**config.mk**
```make
export PLATFORM = sky130hd
export DESIGN_NAME = digit_serializer
export DESIGN_NICKNAME = d
export VERILOG_FILES = /design/src/rtl/digit_serializer.sv
export SDC_FILE = /design/constraint.sdc
export NUM_CORES = 1
export LEC_CHECK = 0
export BUFFER_PORTS_ARGS = -buffer_cell sky130_fd_sc_hd__buf_2
export CELL_PAD_IN_SITES_DETAIL_PLACEMENT = 0
export CELL_PAD_IN_SITES_GLOBAL_PLACEMENT = 1
export CORE_MARGIN = 2
export CORE_UTILIZATION = 23
export CTS_CLUSTER_DIAMETER = 80
export DETAILED_ROUTE_END_ITERATION = 7
export GPL_ROUTABILITY_DRIVEN = 1
export PLACE_DENSITY_LB_ADDON = 0.1
export SLEW_MARGIN = 15
export SYNTH_ARGS = -nofsm -noshare
export SYNTH_HDL_FRONTEND = slang
export SYNTH_SLANG_ARGS = --single-unit
export TNS_END_PERCENT = 1
```
**constraint.sdc**
```tcl
create_clock -name trig -period 1.46 [get_ports trig]
set_input_delay 0.146 -clock trig [delete_from_list [all_inputs] [get_ports trig]]
set_output_delay 0.146 -clock trig [all_outputs]
set_load 0.02 [all_outputs]
```
**src/rtl/digit_serializer.sv**
```systemverilog
// ----------------------------------------------------------------------------
// digit_serializer
//
// Captures a packed COUNT-digit word in a single cycle, then presents it one
// digit at a time over a valid/ready handshake. The emission order and
// leading-zero suppression are chosen when the word is loaded. This is the
// output-side counterpart of the input unit's digit shift register and
// drives the display/readout path.
//
// Ports:
//   trig      : clock, rising edge active
//   reset     : asynchronous, active-low reset
//   load      : capture request; accepted only while idle (busy=0)
//   dir       : sampled with load; 0 = MSD first, 1 = LSD first
//   blank_lz  : sampled with load; 1 = suppress leading-zero digits
//   in        : packed word, digit k at in[k*WIDTH +: WIDTH]
//   out       : current digit
//   out_idx   : position k of the current digit
//   out_valid : out/out_idx/out_last are valid
//   out_ready : consumer accepts the current digit
//   out_last  : current digit is the final one of the word
//   busy      : serializer is not idle
// ----------------------------------------------------------------------------
module digit_serializer #(
    parameter  int COUNT = 4,
    parameter  int WIDTH = 4,
    localparam int IDXW  = $clog2(COUNT)
) (
    input  logic                   trig,
    input  logic                   reset,
    input  logic                   load,
    input  logic                   dir,
    input  logic                   blank_lz,
    input  logic [COUNT*WIDTH-1:0] in,
    output logic [WIDTH-1:0]       out,
    output logic [IDXW-1:0]        out_idx,
    output logic                   out_valid,
    input  logic                   out_ready,
    output logic                   out_last,
    output logic                   busy
);

    typedef enum logic [0:0] {
        IDLE = 1'b0,
        SEND = 1'b1
    } state_t;

    state_t                 state_q, state_d;
    logic [COUNT*WIDTH-1:0] word_q,  word_d;
    logic                   dir_q,   dir_d;
    logic [IDXW-1:0]        idx_q,   idx_d;
    // Position of the digit that carries out_last for the word in flight.
    logic [IDXW-1:0]        end_q,   end_d;

    logic [COUNT-1:0]       digit_nz;
    logic [WIDTH-1:0]       word_digit [COUNT];
    logic [IDXW-1:0]        top_nz;
    logic [IDXW-1:0]        last_pos;
    logic                   at_end;

    // Per-digit views: nonzero flags of the incoming word and an
    // addressable copy of the captured word.
    generate
        for (genvar gi = 0; gi < COUNT; gi++) begin : g_digit
            assign digit_nz[gi]   = |in[gi*WIDTH +: WIDTH];
            assign word_digit[gi] = word_q[gi*WIDTH +: WIDTH];
        end
    endgenerate

    // Highest nonzero digit of the incoming word; an all-zero word yields 0,
    // which makes N=1 so a single zero digit is still emitted.
    always_comb begin
        top_nz = '0;
        for (int k = 0; k < COUNT; k++) begin
            if (digit_nz[k]) begin
                top_nz = IDXW'(k);
            end
        end
    end

    // Highest significant position, i.e. N-1.
    assign last_pos = blank_lz ? top_nz : IDXW'(COUNT - 1);

    assign at_end = (idx_q == end_q);

    // Next-state logic.
    always_comb begin
        state_d = state_q;
        word_d  = word_q;
        dir_d   = dir_q;
        idx_d   = idx_q;
        end_d   = end_q;

        case (state_q)
            IDLE: begin
                if (load) begin
                    word_d  = in;
                    dir_d   = dir;
                    // MSD-first walks down from N-1 to 0, LSD-first walks
                    // up from 0 to N-1.
                    idx_d   = dir ? '0 : last_pos;
                    end_d   = dir ? last_pos : '0;
                    state_d = SEND;
                end
            end
            SEND: begin
                // load is deliberately ignored here, including on the edge
                // of the final transfer.
                if (out_ready) begin
                    if (at_end) begin
                        state_d = IDLE;
                    end else if (dir_q) begin
                        idx_d = idx_q + IDXW'(1);
                    end else begin
                        idx_d = idx_q - IDXW'(1);
                    end
                end
            end
            default: begin
                state_d = IDLE;
            end
        endcase
    end

    always_ff @(posedge trig or negedge reset) begin
        if (!reset) begin
            state_q <= IDLE;
            word_q  <= '0;
            dir_q   <= 1'b0;
            idx_q   <= '0;
            end_q   <= '0;
        end else begin
            state_q <= state_d;
            word_q  <= word_d;
            dir_q   <= dir_d;
            idx_q   <= idx_d;
            end_q   <= end_d;
        end
    end

    // Outputs come straight from registers, so they hold while idle and
    // read as zero after reset (the cleared word at index 0).
    assign out       = word_digit[idx_q];
    assign out_idx   = idx_q;
    assign out_valid = (state_q == SEND);
    assign busy      = (state_q == SEND);
    assign out_last  = (state_q == SEND) && at_end;

endmodule

```
### Word level (Yosys, flattened, before mapping)

Index checks and enable logic that the tools add are counted.
Widths: inputs -> output; s select.

* register bits after elaboration: 22
* bits of input ports: 22
* output and inout port bits: 9
* logic and storage cells: 38

* $add $sub $neg: 2
* $lt $le $gt $ge: 1
* equality and inequality tests: 4
* multiplexer cells: 18
* bitwise logic cells: 2
* reduce and logical (&&, ||, !) cells: 6

Operators with widths (number)
* $mux 2: 9
* $reduce_or 4->1: 3
* $bmux 4 s2: 1
* $mux 4: 2
* $ne 2x2->1 const B: 3
* $mux 1: 4
* $pmux 2 s2: 1
* $ge 3x3->1 const B: 1
* $not 2->3: 1
* $reduce_and 3->1: 1
* $add 2x1->2 const B: 1
* $eq 2x2->1: 1
* $pmux 1 s2: 1
* $reduce_and 2->1: 1
* $sub 2x1->2 const B: 1
* $logic_and 1x1->1: 1
* $not 1->1: 1

### Logic depth before layout (Yosys ltp)

* word-level depth: 8
* gate-level depth with buffers: 6
* gate-level depth less buffers: 4

### Least setup slack after synthesis

Ideal clock, no wire load.

* path type: register to register
* start point: register state_q (netlist: busy)
* end point: register word_q[0]
* setup time: 125 ps
* data arrival time: 1370 ps
* required time: 1335 ps
* path slack: -35 ps
* cell stages (with the launch flop): 5
* buffers on the path: 2
* clock period less this slack: 1495 ps
* cell sequence: dfrtp_1 clkbuf_2 nand2b_1 buf_2 mux2_2

* word-level cells in the longest chain between the ends: 2

RTL lines
* start, declared: line 48 `state_t state_q, state_d;`
* start signal, assigned: line 133 `state_q <= state_d;`
* $not 1->1 (no source line)
* $reduce_and 2->1 (no source line)
* end signal, assigned: line 134 `word_q <= word_d;`
* end, declared: line 49 `logic [COUNT*WIDTH-1:0] word_q, word_d;`

No other way between the ends.
A chain may end at the register's enable or synchronous reset.

### Final worst setup path

* start point: register idx_q[0] (netlist: out_idx[0])
* end point: output out[0]

* word-level cells in the longest chain between the ends: 4

RTL lines
* start, declared: line 51 `logic [IDXW-1:0] idx_q, idx_d;`
* start signal, assigned: line 136 `idx_q <= idx_d;`
* $not 2->3 (implied by the code): line 143 `assign out = word_digit[idx_q];`
* $bmux 4 s2: line 143
* $mux 4 (implied by the code) (2 in a row): line 143
* end, declared: line 35 `output logic [WIDTH-1:0] out,`

No other way between the ends. The select of a mux whose other input is x is not followed.

==> metrics.txt <==
# TYPE chip_impl_metric gauge
chip_impl_metric{name="effective_utilization_at_floorplan",unit="%"} 24.06
chip_impl_metric{name="dieArea",unit="µm²"} 5178
chip_impl_metric{name="finalWirelength",unit="µm"} 2471
chip_impl_info{name="layout_commonest_cell",value="sky130_fd_sc_hd__buf_2"} 1
chip_impl_info{name="rsz0062_at_grt",value="true"} 1
chip_impl_metric{name="final_layout_size_suffix_gt1_share",unit="%"} 61.02
chip_impl_metric{name="worst-path-max-fanout",unit=""} 3
chip_impl_metric{name="report.final.hold_viol_count",unit=""} 0
chip_impl_metric{name="ioPinCount",unit=""} 31
chip_impl_metric{name="yosys_warnings",unit=""} 0
chip_impl_metric{name="worstPathRequired",unit="ps"} 1310
chip_impl_info{name="crit_end",value="out[0]"} 1
chip_impl_metric{name="grt_max_degree",unit=""} 23
chip_impl_info{name="end_kind",value="output pin"} 1
chip_impl_metric{name="viasPerCell",unit=""} 4.388
chip_impl_metric{name="finalWorstPathRequiredPeriod",unit="ps"} 1580
chip_impl_metric{name="finalSetupViolCount",unit=""} 5
chip_impl_metric{name="areaGrowthSynthToFinish",unit="%"} 35.57
chip_impl_metric{name="yosysTopAreaCellShare",unit="%"} 51.83
chip_impl_metric{name="power_density",unit="nW/µm²"} 2254
chip_impl_metric{name="synth_cell_types",unit=""} 24
chip_impl_metric{name="max-slew-margin-rel",unit="%"} 65.45
chip_impl_metric{name="timing.final.crit_share",unit="%"} 108.2
chip_impl_metric{name="deepest_level_of_the_cts_h_tree",unit=""} 1
chip_impl_metric{name="post-dp-hpwl",unit="µm"} 1987
chip_impl_metric{name="max_freq",unit="MHz"} 632.9
chip_impl_metric{name="total_leakage_power",unit="nW"} 0.6626
chip_impl_info{name="worstReg2RegStart",value="out_idx[0]$_DFFE_PN0P_"} 1
chip_impl_metric{name="worstPathArrival",unit="ps"} 1430
chip_impl_metric{name="synth_seq_cells",unit=""} 22
chip_impl_info{name="failed_checks",value="setup timing"} 1
chip_impl_metric{name="reg2reg_depth",unit=""} 6
chip_impl_metric{name="n_antenna_cell",unit=""} 0
chip_impl_metric{name="irDropWorstVdd",unit="V"} 0.0007799
chip_impl_metric{name="netlist_instances",unit=""} 78
chip_impl_info{name="startpoint_type",value="register"} 1
chip_impl_info{name="yosys-top-cells-area",value="sky130_fd_sc_hd__dfrtp_1 52%, sky130_fd_sc_hd__mux2_2 17%, sky130_fd_sc_hd__mux4_2 8.5%"} 1
chip_impl_metric{name="ctsLongestPathBuffers",unit=""} 2
chip_impl_metric{name="design.final.nets",unit=""} 141
chip_impl_metric{name="antenna_violating_nets_post_route",unit=""} 0
chip_impl_info{name="cell_type_contributing_the_most_total_cell_area_after_synthesis",value="sky130_fd_sc_hd__dfrtp_1"} 1
chip_impl_info{name="root_buffer",value="sky130_fd_sc_hd__clkbuf_8"} 1
chip_impl_metric{name="hold-path-cell-count",unit=""} 2
chip_impl_metric{name="core_footprint",unit="µm²"} 4414
chip_impl_metric{name="clock_skew",unit="ps"} 3.140
chip_impl_metric{name="worst_hold_slack_across_all_endpoints",unit="ps"} 66.33
chip_impl_metric{name="remaining_drc_errors",unit=""} 0
chip_impl_metric{name="overflow",unit=""} 0
chip_impl_metric{name="cts_buffers",unit=""} 3
chip_impl_metric{name="drt_pre_antenna_iters",unit=""} 4
chip_impl_metric{name="vias",unit=""} 746
chip_impl_metric{name="r2r_slack",unit="ps"} 70
chip_impl_metric{name="port_buffers",unit=""} 30
chip_impl_info{name="setup.worst_path.start",value="out_idx[0]$_DFFE_PN0P_"} 1
chip_impl_metric{name="worst-slew-pin-transition",unit="ps"} 518.2
chip_impl_metric{name="clock_latency",unit="ps"} 260
chip_impl_metric{name="grt_first_pass_wirelength",unit="µm"} 4043
chip_impl_info{name="hold_path_class",value="in2reg"} 1
chip_impl_metric{name="number_of_placement_rows",unit=""} 24
chip_impl_metric{name="die_height",unit="µm"} 71.96
chip_impl_info{name="layout_common_cells",value="26 x sky130_fd_sc_hd__buf_2, 21 x sky130_fd_sc_hd__dfrtp_1, 16 x sky130_fd_sc_hd__mux2_2, 10 x sky130_fd_sc_hd__buf_4, 7 x sky130_fd_sc_hd__nand2_1"} 1
chip_impl_metric{name="post_dp_cell_area",unit="µm²"} 1309
chip_impl_metric{name="avgSynthCellArea",unit="µm²"} 13.62
chip_impl_info{name="tritoncts",value="yes"} 1
chip_impl_metric{name="routedWlPerCell",unit="µm"} 14.54
chip_impl_metric{name="grtUsageTotal",unit="%"} 10.31
chip_impl_info{name="outcome",value="finished with violations"} 1
chip_impl_metric{name="count_of_routing_violations_after_the_opening_detailed_route_iteration",unit=""} 14
chip_impl_metric{name="mappedNetlistNets",unit=""} 100
chip_impl_metric{name="cts_num_sinks",unit=""} 22
chip_impl_metric{name="ys_seq_area_share",unit="%"} 51.83
chip_impl_info{name="critical_path_class",value="reg2out"} 1
chip_impl_info{name="rr_endpoint",value="out_idx[1]$_DFFE_PN0P_"} 1
chip_impl_metric{name="timing_max_transition_violations_final",unit=""} 0
chip_impl_metric{name="place.gp.congestion",unit=""} 0.7468
chip_impl_metric{name="clock_pin_slew_of_the_registers_on_the_worst_case_setup_and_hold_paths",unit="ps"} 80
chip_impl_metric{name="max_cap_violations",unit=""} 0
chip_impl_metric{name="die_w",unit="µm"} 71.96
chip_impl_metric{name="setup_slack",unit="ps"} -119.9
chip_impl_metric{name="vias_in_the_first_global_route",unit=""} 794
chip_impl_metric{name="final_core_util",unit="%"} 32.62
chip_impl_metric{name="synth_area",unit="µm²"} 1062
chip_impl_metric{name="grt_antenna_before_repair",unit=""} 0
chip_impl_metric{name="fin_area",unit="µm²"} 1440
final cells by class:
| class | instances | area [µm²] |
|---|---|---|
| Clock buffer | 4 | 55.05 |
| Fill cell | 454 | 2974 |
| Inverter | 2 | 7.507 |
| Multi-Input combinational cell | 48 | 489.2 |
| Sequential cell | 22 | 551.8 |
| Tap cell | 52 | 65.06 |
| Timing Repair Buffer | 42 | 271.5 |
how the worst min path moves through the flow:
stage / startpoint / to / slack, ps
6_report: out_ready / busy$_DFF_PN0_ / 70
3_3_place_gp: reset / word_q[0]$_DFFE_PN0P_ / 160
3_5_place_dp: reset / word_q[13]$_DFFE_PN0P_ / 160
5_1_grt: out_ready / busy$_DFF_PN0_ / 60
2_1_floorplan: reset / busy$_DFF_PN0_ / -150
4_1_cts: out_ready / busy$_DFF_PN0_ / 60
report_power, final:
group          total [mW]  switching, mW  internal (mW)
clock network       0.428          0.188          0.240
registers            1.14          0.221          0.915
logic                1.68          0.698          0.983
state kept, by name, summed over array words and instances (netlist names):
signal / flops
dir_q: 1
end_q: 2
word_q: 16
busy: 1
out_idx: 2
per-layer routing:
| layer | track usage (%) | up-vias | wire (µm) |
|---|---|---|---|
| met5 | 0 | - | 0 |
| met4 | 2.516 | 0 | 17 |
| met3 | 3.611 | 2 | 133 |
| met2 | 17.08 | 17 | 1184 |
| met1 | 12.95 | 361 | 1136 |
| li1 | - | 366 | - |
Yosys cell counts:
cell                       instances
sky130_fd_sc_hd__dfrtp_1          22
sky130_fd_sc_hd__mux2_2           16
sky130_fd_sc_hd__nand2_1           7
sky130_fd_sc_hd__mux4_2            4
sky130_fd_sc_hd__buf_4             3
sky130_fd_sc_hd__a32oi_1           2
sky130_fd_sc_hd__buf_2             2
sky130_fd_sc_hd__inv_1             2
sky130_fd_sc_hd__nor2_1            2
sky130_fd_sc_hd__nor4_1            2
sky130_fd_sc_hd__o21ai_0           2
sky130_fd_sc_hd__xnor2_1           2
sky130_fd_sc_hd__a21oi_1           1
sky130_fd_sc_hd__and3_1            1
sky130_fd_sc_hd__clkbuf_2          1
sky130_fd_sc_hd__nand2b_1          1
sky130_fd_sc_hd__nand3b_1          1
sky130_fd_sc_hd__nor3b_2           1
sky130_fd_sc_hd__o211ai_2          1
sky130_fd_sc_hd__o21a_1            1
sky130_fd_sc_hd__o21ai_1           1
sky130_fd_sc_hd__o311ai_1          1
sky130_fd_sc_hd__or4_4             1
sky130_fd_sc_hd__xnor3_1           1
logic make-up after synthesis:
group / share of synthesized area, %
flip-flops: 51.83
multiplexers: 25.44
AND/OR/NAND/NOR: 8.482
AO/OA/AOI/OAI: 6.242
buffers and inverters: 4.240
XOR/XNOR: 3.769
worst max-delay path, stage by stage, from the launching register on:
cell and delay [ps]:
sky130_fd_sc_hd__dfrtp_1 400, sky130_fd_sc_hd__buf_6 130, sky130_fd_sc_hd__mux4_2 480, sky130_fd_sc_hd__buf_2 170
stage by stage:
step	power (mW)	instances	setup TNS, ps	setup WS [ps]
floorplan	2.140	78	0	24.43
global placement	2.584	163	0	66.41
detailed placement	2.592	163	0	68.77
CTS	3.099	169	-523.4	-139.9
global route	3.482	170	-825.7	-177.7
finish	3.246	170	-503.7	-119.9
timing repair:
action | 4_1_cts | 5_1_grt
pin swaps | 1 | 0
setup buffers | 1 | 1
hold buffers | 1 | 0
endpoints found under the hold margin | 22 | 0
gates resized for setup | 2 | 10
setup endpoints to repair | 5 | 7
Note: power is estimated with default switching activity, not from simulation.
